==> config.mk <==
export PLATFORM = sky130hd
export DESIGN_NAME = sha256_padder_flat
export DESIGN_NICKNAME = d
export VERILOG_FILES = /design/src/rtl/sha256_padder_if.sv /design/src/rtl/sha256_padder.sv /design/src/flat_wrapper.sv
export SDC_FILE = /design/constraint.sdc
export NUM_CORES = 1
export LEC_CHECK = 0
export CAP_MARGIN = 30
export CORE_AREA = 2 2 240 242
export DETAILED_ROUTE_END_ITERATION = 16
export DIE_AREA = 0 0 242 244
export PLACE_DENSITY_LB_ADDON = 0.1
export SLEW_MARGIN = 40
export SYNTH_ARGS = -nofsm -noshare
export SYNTH_HDL_FRONTEND = slang
export SYNTH_SLANG_ARGS = --single-unit
==> constraint.sdc <==
create_clock -name clk -period 3.1 [get_ports clk]
set_clock_uncertainty 0.1 [all_clocks]
set_input_delay 0.465 -clock clk [delete_from_list [all_inputs] [get_ports clk]]
set_output_delay 0.465 -clock clk [all_outputs]
set_load 0.02 [all_outputs]
==> src/rtl/sha256_padder_if.sv <==
// Message-word stream in, padded 512-bit block stream out.
// The padder side uses the slave modport. The producer/consumer side uses the master modport.
interface sha256_padder_if;
    logic         m_valid;
    logic         m_ready;
    logic [31:0]  m_data;
    logic         m_last;
    logic [1:0]   m_last_sz;
    logic         blk_valid;
    logic         blk_ready;
    logic [511:0] blk_data;
    logic         blk_last;

    modport slave (
        input  m_valid, m_data, m_last, m_last_sz, blk_ready,
        output m_ready, blk_valid, blk_data, blk_last
    );

    modport master (
        output m_valid, m_data, m_last, m_last_sz, blk_ready,
        input  m_ready, blk_valid, blk_data, blk_last
    );
endinterface

==> src/rtl/sha256_padder.sv <==
// SHA-256 message padder.
// Packs big-endian 32-bit words into 512-bit blocks and appends 0x80, a zero fill
// and the 64-bit message bit length. An extra block is added when the length
// does not fit in the block that holds the last word.
//
// state    | meaning
// ---------+-------------------------------------------------------------
// COLLECT  | accepting message words into the block buffer
// SEND     | offering a non-final block; may be followed by PADBLK
// PADBLK   | building the extra padding block (zeros, opt. 0x80, length)
// SENDLAST | offering the final block of the message
module sha256_padder #(
    parameter int LEN_W = 64
) (
    input  logic               clk,
    input  logic               reset_n,
    sha256_padder_if.slave     bus
);

    typedef enum logic [1:0] {
        COLLECT  = 2'd0,
        SEND     = 2'd1,
        PADBLK   = 2'd2,
        SENDLAST = 2'd3
    } state_t;

    state_t             r_state;
    state_t             w_state_nxt;
    logic               r_run;
    logic [3:0]         r_idx;
    logic [LEN_W-1:0]   r_len;
    logic [511:0]       r_blk;
    logic               r_pend;
    logic               r_pend80;

    logic               w_m_ready;
    logic               w_blk_valid;
    logic               w_blk_last;
    logic               w_acc;
    logic [2:0]         w_nbytes;
    logic [6:0]         w_pos;
    logic               w_fits;
    logic [LEN_W:0]     w_len_add;
    logic [LEN_W-1:0]   w_len_sat;
    logic [63:0]        w_len64;
    logic [63:0]        w_rlen64;
    logic [31:0]        w_last_word;
    logic [511:0]       w_blk_col;
    logic [511:0]       w_blk_pad;

    assign w_acc = bus.m_valid && w_m_ready;

    // A last word with m_last_sz = 0 carries all four bytes.
    assign w_nbytes = (bus.m_last && (bus.m_last_sz != 2'd0)) ? {1'b0, bus.m_last_sz} : 3'd4;

    // Byte offset of the 0x80 marker inside the block (64 = it spills into the next block)
    assign w_pos  = {1'b0, r_idx, 2'b00} + {4'b0000, w_nbytes};
    assign w_fits = (w_pos <= 7'd55);

    assign w_len_add = {1'b0, r_len} + (LEN_W+1)'({w_nbytes, 3'b000});
    assign w_len_sat = w_len_add[LEN_W] ? {LEN_W{1'b1}} : w_len_add[LEN_W-1:0];
    assign w_len64   = 64'(w_len_sat);
    assign w_rlen64  = 64'(r_len);

    // Trim the unused low bytes of the last word and place the 0x80 marker.
    always_comb begin
        case (w_nbytes)
            3'd1:    w_last_word = {bus.m_data[31:24], 8'h80, 16'h0000};
            3'd2:    w_last_word = {bus.m_data[31:16], 8'h80, 8'h00};
            3'd3:    w_last_word = {bus.m_data[31:8], 8'h80};
            default: w_last_word = bus.m_data;
        endcase
    end

    // Next buffer image for an accepted word. On the last word, zero the tail and
    // append the length when it fits.
    always_comb begin
        w_blk_col = r_blk;
        for (int w = 0; w < 16; w++) begin
            if (4'(w) == r_idx) begin
                w_blk_col[511-32*w -: 32] = bus.m_last ? w_last_word : bus.m_data;
            end else if (bus.m_last && (4'(w) > r_idx)) begin
                w_blk_col[511-32*w -: 32] =
                    ((w_nbytes == 3'd4) && (4'(w) == r_idx + 4'd1)) ? 32'h8000_0000 : 32'h0000_0000;
            end
        end
        if (bus.m_last && w_fits) begin
            w_blk_col[63:0] = w_len64;
        end
    end

    // Extra block: zeros, 0x80 leading only if the last block was completely full of data.
    always_comb begin
        w_blk_pad = '0;
        if (r_pend80) begin
            w_blk_pad[511:480] = 32'h8000_0000;
        end
        w_blk_pad[63:0] = w_rlen64;
    end

    // State register
    always_ff @(posedge clk or negedge reset_n) begin
        if (!reset_n) begin
            r_state <= COLLECT;
        end else begin
            r_state <= w_state_nxt;
        end
    end

    // Next-state decode
    always_comb begin
        w_state_nxt = r_state;
        case (r_state)
            COLLECT: begin
                if (w_acc) begin
                    if (bus.m_last) begin
                        w_state_nxt = w_fits ? SENDLAST : SEND;
                    end else if (r_idx == 4'd15) begin
                        w_state_nxt = SEND;
                    end
                end
            end
            SEND: begin
                if (bus.blk_ready) begin
                    w_state_nxt = r_pend ? PADBLK : COLLECT;
                end
            end
            PADBLK:   w_state_nxt = SENDLAST;
            SENDLAST: begin
                if (bus.blk_ready) begin
                    w_state_nxt = COLLECT;
                end
            end
            default:  w_state_nxt = COLLECT;
        endcase
    end

    // Output decode; r_run keeps m_ready low while in reset.
    always_comb begin
        w_m_ready   = r_run && (r_state == COLLECT);
        w_blk_valid = (r_state == SEND) || (r_state == SENDLAST);
        w_blk_last  = (r_state == SENDLAST);
    end

    assign bus.m_ready   = w_m_ready;
    assign bus.blk_valid = w_blk_valid;
    assign bus.blk_last  = w_blk_last;
    assign bus.blk_data  = r_blk;

    // Datapath: block buffer, word index, bit-length counter, pending-pad flags
    always_ff @(posedge clk or negedge reset_n) begin
        if (!reset_n) begin
            r_run    <= 1'b0;
            r_idx    <= 4'd0;
            r_len    <= '0;
            r_blk    <= '0;
            r_pend   <= 1'b0;
            r_pend80 <= 1'b0;
        end else begin
            r_run <= 1'b1;
            case (r_state)
                COLLECT: begin
                    if (w_acc) begin
                        r_blk <= w_blk_col;
                        r_len <= w_len_sat;
                        if (bus.m_last) begin
                            r_pend   <= !w_fits;
                            r_pend80 <= (w_pos == 7'd64);
                        end else begin
                            r_idx <= r_idx + 4'd1;
                        end
                    end
                end
                PADBLK: begin
                    r_blk    <= w_blk_pad;
                    r_pend   <= 1'b0;
                    r_pend80 <= 1'b0;
                end
                SENDLAST: begin
                    if (bus.blk_ready) begin
                        r_len <= '0;
                        r_idx <= 4'd0;
                    end
                end
                default: ;
            endcase
        end
    end

endmodule

==> src/flat_wrapper.sv <==
// flat-port wrapper written by rule: the top's interface ports become plain ports
module sha256_padder_flat 
#(
    parameter int LEN_W = 64
)
  (clk, reset_n, bus_m_valid, bus_m_data, bus_m_last, bus_m_last_sz, bus_blk_ready, bus_m_ready, bus_blk_valid, bus_blk_data, bus_blk_last);
  sha256_padder_if bus_i ();
  input  logic clk;
  input  logic reset_n;
  input wire logic [$bits(bus_i.m_valid)-1:0] bus_m_valid;
  input wire logic [$bits(bus_i.m_data)-1:0] bus_m_data;
  input wire logic [$bits(bus_i.m_last)-1:0] bus_m_last;
  input wire logic [$bits(bus_i.m_last_sz)-1:0] bus_m_last_sz;
  input wire logic [$bits(bus_i.blk_ready)-1:0] bus_blk_ready;
  output wire logic [$bits(bus_i.m_ready)-1:0] bus_m_ready;
  output wire logic [$bits(bus_i.blk_valid)-1:0] bus_blk_valid;
  output wire logic [$bits(bus_i.blk_data)-1:0] bus_blk_data;
  output wire logic [$bits(bus_i.blk_last)-1:0] bus_blk_last;
  assign bus_i.m_valid = bus_m_valid;
  assign bus_i.m_data = bus_m_data;
  assign bus_i.m_last = bus_m_last;
  assign bus_i.m_last_sz = bus_m_last_sz;
  assign bus_i.blk_ready = bus_blk_ready;
  assign bus_m_ready = bus_i.m_ready;
  assign bus_blk_valid = bus_i.blk_valid;
  assign bus_blk_data = bus_i.blk_data;
  assign bus_blk_last = bus_i.blk_last;
  sha256_padder #(.LEN_W(LEN_W)) u_core (.clk(clk), .reset_n(reset_n), .bus(bus_i));
endmodule
==> metrics.txt, run 1 <==
Initial DRC Count=2625; Clock Tree Root=clkbuf_16; Die Y=244 µm; Seq/Total Area, Yosys=0.5677; EDFF count, synth=0; initial antenna violation count=6; Leak=15.57 nW; Setup violations, final=0; syn nets=2725; deepest clock path buffer count=3; Tmin final=2.999 ns; actual slew at the worst max-slew pin=0.8568 ns; post-route design area=36220 µm²; WL/cell=27.99 µm; I/O Buffers=553; Placer Congestion=1.044; synthesis warning total=0; slowest CP cell=clkdlybuf4s50_1; drt total wl=116.3 mm; first-pass GRT wire length=170.6 mm; Synth top cells by count=585 x dfrtp_1, 468 x nand2_1, 394 x o21ai_0; Post-Route Utilization=0.6449; Final #Nets=3403; PnR worst setup slack=0.1007 ns; DIE WIDTH=242 µm; layout cells sized above 1=0.1373; crit-path leading delay family=buffers and inverters; fin crit share=0.9675; Crit Path Max Fanout=9; pre-CTS WS=-0.7729 ns; delay of the slowest critical-path stage=0.67 ns; status=finished clean; Fmax achieved=0.3334 GHz; Final ANT Viol Nets=0; Mapped Cells=2675; CTS tree=done; via count=25670; Fin Hold WS=0.3175 ns; vias in the first global route=24950; area share of the largest cell type after synthesis=0.5677; DP Area=34130 µm²; Pwr per Cell Area=728.6 nW/µm²; All-Layer GR Usage=0.3866; Setup crit end kind=output pin; Synth Area in XOR/XNOR=0.01087; total gr overflow=0; number of CTS-inserted buffers=61; combinational family with the most area after synthesis=compound AO/OA/AOI/OAI gates; largest net degree at the start of global routing=84; Worst setup SP type=flip-flop; Power Total=26.39 mW; Simple-Gate Fraction of Synth Area=0.1463; Hold WC Path Type=input port to async pin; Core Area=56170 µm²; htree depth=2; top cells by area, synth=dfrtp_1 57%, o21ai_0 7.6%, nand2_1 6.8%, a22o_1 3.8%, clkbuf_1 3.2%; Reg clk slew, reported paths=0.06 ns; # IOs=554; die area=59050 µm²; MaxCap Viol Count=0; fill count=4589; final hold violations=0; CP required=2.53 ns; Post-Syn Area=25780 µm²; Slew HR=0.4288; leading area contributor after synthesis=dfrtp_1; P&R area growth vs syn=40.48%; Setup Fix Bufs, Post-CTS=0; DP HPWL=86.54 mm; #FFs+latches synth=585; Via density=6.175; Row Count=87; Synth Area in Adders=0.005338; Async SR Flop Fraction=1.000; CP arrival=2.43 ns; Mapped Avg Cell Area=9.639 µm²; Synth Area in Compound Gates=0.2220; worst path cell trace=buf_4 -> nor2_1 -> and2_1 -> clkdlybuf4s50_1; post-synthesis cell type count=73; Worst-Skew Late Latency=0.64 ns; Clock Sinks=585; VDD IR max=0.0005116 V; CP Class=flip-flop to output pin; top-count cell post-synth=dfrtp_1; Starting Density=0.4591; DR DRC count=0; top_reg_cell synth=dfrtp_1; RSZ-0062 raised after global routing=no; Slew Viols, Final=0; DR pass1 iterations=6; worst path buffer plus inverter count=2; mux cell area share after synthesis=0.003882
[path summary, 6_finish.rpt]
path                                                            from                              endpoint  slack [ns]  cells after the start
worst max-delay path                   u_core.r_state[1]$_DFFE_PN0P_                           bus_m_ready        0.10                      4
worst min-delay path                                         reset_n  u_core.bus.blk_data[316]$_DFFE_PN0P_        0.32                      2
worst max register to register          u_core.r_len[53]$_DFFE_PN0P_          u_core.r_len[38]$_DFFE_PN0P_        0.19                      8
worst min register to register  u_core.bus.blk_data[319]$_DFFE_PN0P_  u_core.bus.blk_data[319]$_DFFE_PN0P_        0.38                      2
max in group asynchronous                                    reset_n  u_core.bus.blk_data[154]$_DFFE_PN0P_        1.54                      3
min in group clk                u_core.bus.blk_data[319]$_DFFE_PN0P_  u_core.bus.blk_data[319]$_DFFE_PN0P_        0.38                      2
[area by class of cell]
type                       count  area, µm²  area share
antenna                        5      12.51   0.0003454
clock buffer                  86       1760     0.04860
clock inverter                19      262.8    0.007254
inverter                      25      93.84    0.002591
multi-input combinational   1809      10250      0.2831
sequential                   585      14640      0.4042
tap                          756      945.9     0.02611
timing repair buffer         871       8254      0.2279
[kinds of logic (layout without fill, tap and decap cells)]
kind of cell / after synthesis / count (layout)
buffers and inverters: 281 / 1001
multiplexers: 10 / 10
XOR/XNOR: 32 / 32
flip-flops: 585 / 585
other: 1 / 6
AO/OA/AOI/OAI: 920 / 920
adder cells (fa/ha/maj): 11 / 11
AND/OR/NAND/NOR: 835 / 835
[metrics by stage]
step                instances  setup TNS, ns
global route             4156              0
CTS                      4151              0
global placement         4037         -57.40
finish                   4156              0
detailed placement       4045         -59.00
floorplan                2675      -0.005324
[repair_timing]
| item | 4_1_cts | 5_1_grt |
|---|---|---|
| gates cloned | 0 | 0 |
| endpoints found under the hold margin | 52 | 0 |
| endpoints found under the setup margin | 2 | 4 |
| resized for setup | 4 | 6 |
| hold buffers | 1 | 0 |
[flip-flops by register name (all words and copies together) (netlist names)]
signal	flops
u_core.bus.blk_data	512
u_core.r_idx	4
u_core.r_len	64
u_core.r_pend	1
u_core.r_pend80	1
u_core.r_run	1
u_core.r_state	2
[metal layers]
layer / global-route usage / part of all wire / vias to the layer above
met2: 0.6274 / 0.47 / 1542
li1: - / - / 10950
met5: 0 / 0.000060 / -
met1: 0.4864 / 0.38 / 12800
met4: 0.2384 / 0.073 / 2
met3: 0.06552 / 0.079 / 369
[worst register-to-register path, stage by stage, from the launching register on]
cell and delay (ns):
dfrtp_1 0.53, nand4_1 0.31, nor4_1 0.41, nand4_1 0.19, buf_4 0.29, o21ai_1 0.34, buf_4 0.21, nor2_1 0.08
a311oi_2 0.34
[cells in the final DEF, fill, tap and decap left out, types with 19 or more instances in the layout]
| cell type | n |
|---|---|
| buf_12 | 22 |
| a22o_1 | 113 |
| inv_1 | 25 |
| a21oi_1 | 139 |
| xnor2_1 | 19 |
| nor3_1 | 58 |
| o31ai_1 | 30 |
| nor4_1 | 19 |
| dfrtp_1 | 584 |
| nand4_1 | 42 |
| a31oi_1 | 44 |
| o21ai_0 | 389 |
| and3_1 | 37 |
| buf_4 | 288 |
| o21a_1 | 19 |
| clkdlybuf4s50_1 | 552 |
| a311oi_1 | 23 |
| clkbuf_16 | 61 |
| nand2_1 | 467 |
| nor2_1 | 86 |
| o22ai_1 | 51 |
| nand3_1 | 56 |
[power by group]
part,internal (mW),switching (mW),leakage (nW)
Clock,4.35,3.16,0.996
Combinational,3.44,6.18,6.52
Sequential,8.50,0.758,8.06
Power figures use the tool's default switching activity.
==> inputs of run 2 (changes only) <==
==> constraint.sdc (replaced) <==
create_clock -name clk -period 3.1 [get_ports clk]
set_clock_uncertainty 0.1 [all_clocks]
set_input_delay 0.31 -clock clk [delete_from_list [all_inputs] [get_ports clk]]
set_output_delay 0.31 -clock clk [all_outputs]
set_load 0.02 [all_outputs]
==> run 2 against run 1 <==
- the run now ends with negative setup slack left
- first-iteration DRC count up 6.8%
- sequential power about the same
- flip-flop and latch count unchanged
- die area unchanged
- non-clock buffer count down 1
- sequential share of layout area up 0.089 points
- cell area down 0.23%
- utilization down 0.15 points
- highest routed layer unchanged
- global-route usage up 0.55 points
- largest cell class unchanged
- via count up 0.55%
==> metrics.txt, run 2 (synthesized netlist as in run 1, its figures left out) <==
Slew Viols, Final=0; Reg clk slew, reported paths=0.06 ns; Tmin final=3.127 ns; Slew HR=0.4122; DP HPWL=86.91 mm; Leak=15.52 nW; Clock Sinks=585; total gr overflow=0; most common cell after layout, fill and taps aside=dfrtp_1; drt total wl=118.1 mm; layout cells sized above 1=0.1368; P&R area growth vs syn=40.16%; Via density=6.205; Final ANT Viol Nets=0; Inst Count DP=4044; Post-Route Utilization=0.6434; Setup Fix Bufs, Post-CTS=0; Placer Congestion=1.012; via count=25810; Fmax achieved=0.3198 GHz; first-pass GRT wire length=172.3 mm; initial antenna violation count=3; actual slew at the worst max-slew pin=0.8706 ns; Worst-Skew Late Latency=0.65 ns; status=finished with violations; deepest clock path buffer count=3; VDD IR max=0.0004665 V; RSZ-0062 raised after global routing=no; Row Count=87; All-Layer GR Usage=0.3921; Worst setup SP type=flip-flop; Initial DRC Count=2803; Setup violations, final=1; die area=59050 µm²; Die Y=244 µm; fin crit share=1.009; CTS tree=done; vias in the first global route=25060; DR pass1 iterations=6; pre-CTS WS=-0.3235 ns; violated checks=negative setup slack; CP required=3.53 ns; # IOs=554; Post-Layout Cell Count=4159; CP arrival=3.56 ns; max reg flops=512; DIE WIDTH=242 µm; WL/cell=28.39 µm; CP Class=flip-flop to flip-flop; Setup crit end kind=flip-flop; Starting Density=0.4591; MaxCap Viol Count=0; largest net degree at the start of global routing=79; DR DRC count=0; htree depth=2; Crit Path Max Fanout=9; Final #Nets=3402; PnR worst setup slack=-0.02667 ns; number of CTS-inserted buffers=61; commonest cells after routing, fill and taps aside=585 x dfrtp_1, 552 x clkdlybuf4s50_1, 467 x nand2_1, 390 x o21ai_0, 295 x buf_4; Core Area=56170 µm²; Pwr per Cell Area=731.9 nW/µm²; final hold violations=0; flop2flop setup slack=-0.03 ns; I/O Buffers=553; Hold WC Path Type=input port to async pin; Clock Tree Root=clkbuf_16
## run 2: cell count changes in the layout (fill, tap and decap cells not counted), moves of 4 or more
cell | before | now
clkinv_2 | 8 | 15
buf_4 | 288 | 295
buf_12 | 22 | 15
clkinvlp_4 | 2 | 7
clkbuf_1 | 11 | 7
## run 2: final cells by class
class	count	area (µm²)
Antenna cell	3	7.507
Clock buffer	81	1743
Clock inverter	30	346.6
Fill cell	4588	20030
Inverter	25	93.84
Multi-Input combinational cell	1809	10190
Sequential cell	585	14640
Tap cell	756	945.9
Timing Repair Buffer	870	8177
## run 2: path summary, 6_finish.rpt
check                                                startpoint                                   end  depth (start not counted)
max                                u_core.r_len[30]$_DFFE_PN0P_   u_core.bus.blk_data[58]$_DFFE_PN0P_                          8
min                                                     reset_n  u_core.bus.blk_data[242]$_DFFE_PN0P_                          2
max reg2reg                        u_core.r_len[30]$_DFFE_PN0P_   u_core.bus.blk_data[58]$_DFFE_PN0P_                          8
min reg2reg                u_core.bus.blk_data[480]$_DFFE_PN0P_  u_core.bus.blk_data[480]$_DFFE_PN0P_                          2
max in group asynchronous                               reset_n   u_core.bus.blk_data[43]$_DFFE_PN0P_                          3
min in group clk                                 bus_m_data[22]   u_core.bus.blk_data[22]$_DFFE_PN0P_                          3
## run 2: repair_timing
action	4_1_cts	5_1_grt
hold buffers	1	0
endpoints found under the setup margin	0	1
resized for setup	0	1
hold endpoints to repair	66	0
## run 2: metal layers
layer,track usage,wire length [µm]
met1,0.4985,44240
met2,0.6247,55040
met3,0.07342,10340
met4,0.2420,8446
met5,0,15
## run 2: stage by stage
step	hold WS [ns]	power [mW]	setup TNS [ns]	instance area (µm²)
after CTS	0.1818	26.31	0	36130
after floorplan	-0.08559	13.65	0	25840
after global placement	0.2505	18.34	-13.00	33880
final	0.1787	26.45	-0.02667	36140
after detailed placement	0.2597	18.69	-15.00	34030
after global routing	0.2266	27.32	0	36140
## run 2: power by group
part	switching (mW)	internal, mW	leakage, nW
logic	6.15	3.39	6.45
registers	0.765	8.50	8.06
clock network	3.27	4.37	1.02
total	10.2	16.3	15.5
## run 2: worst max-delay path, cell delays in order, from the launching register on
cell and delay, ns:
dfrtp_1 0.57, nand2_1 0.28, nor4_4 0.36, buf_12 0.19
nand4_1 0.47, buf_4 0.35, o21ai_0 0.38, nand3_1 0.14
o2bb2ai_1 0.15
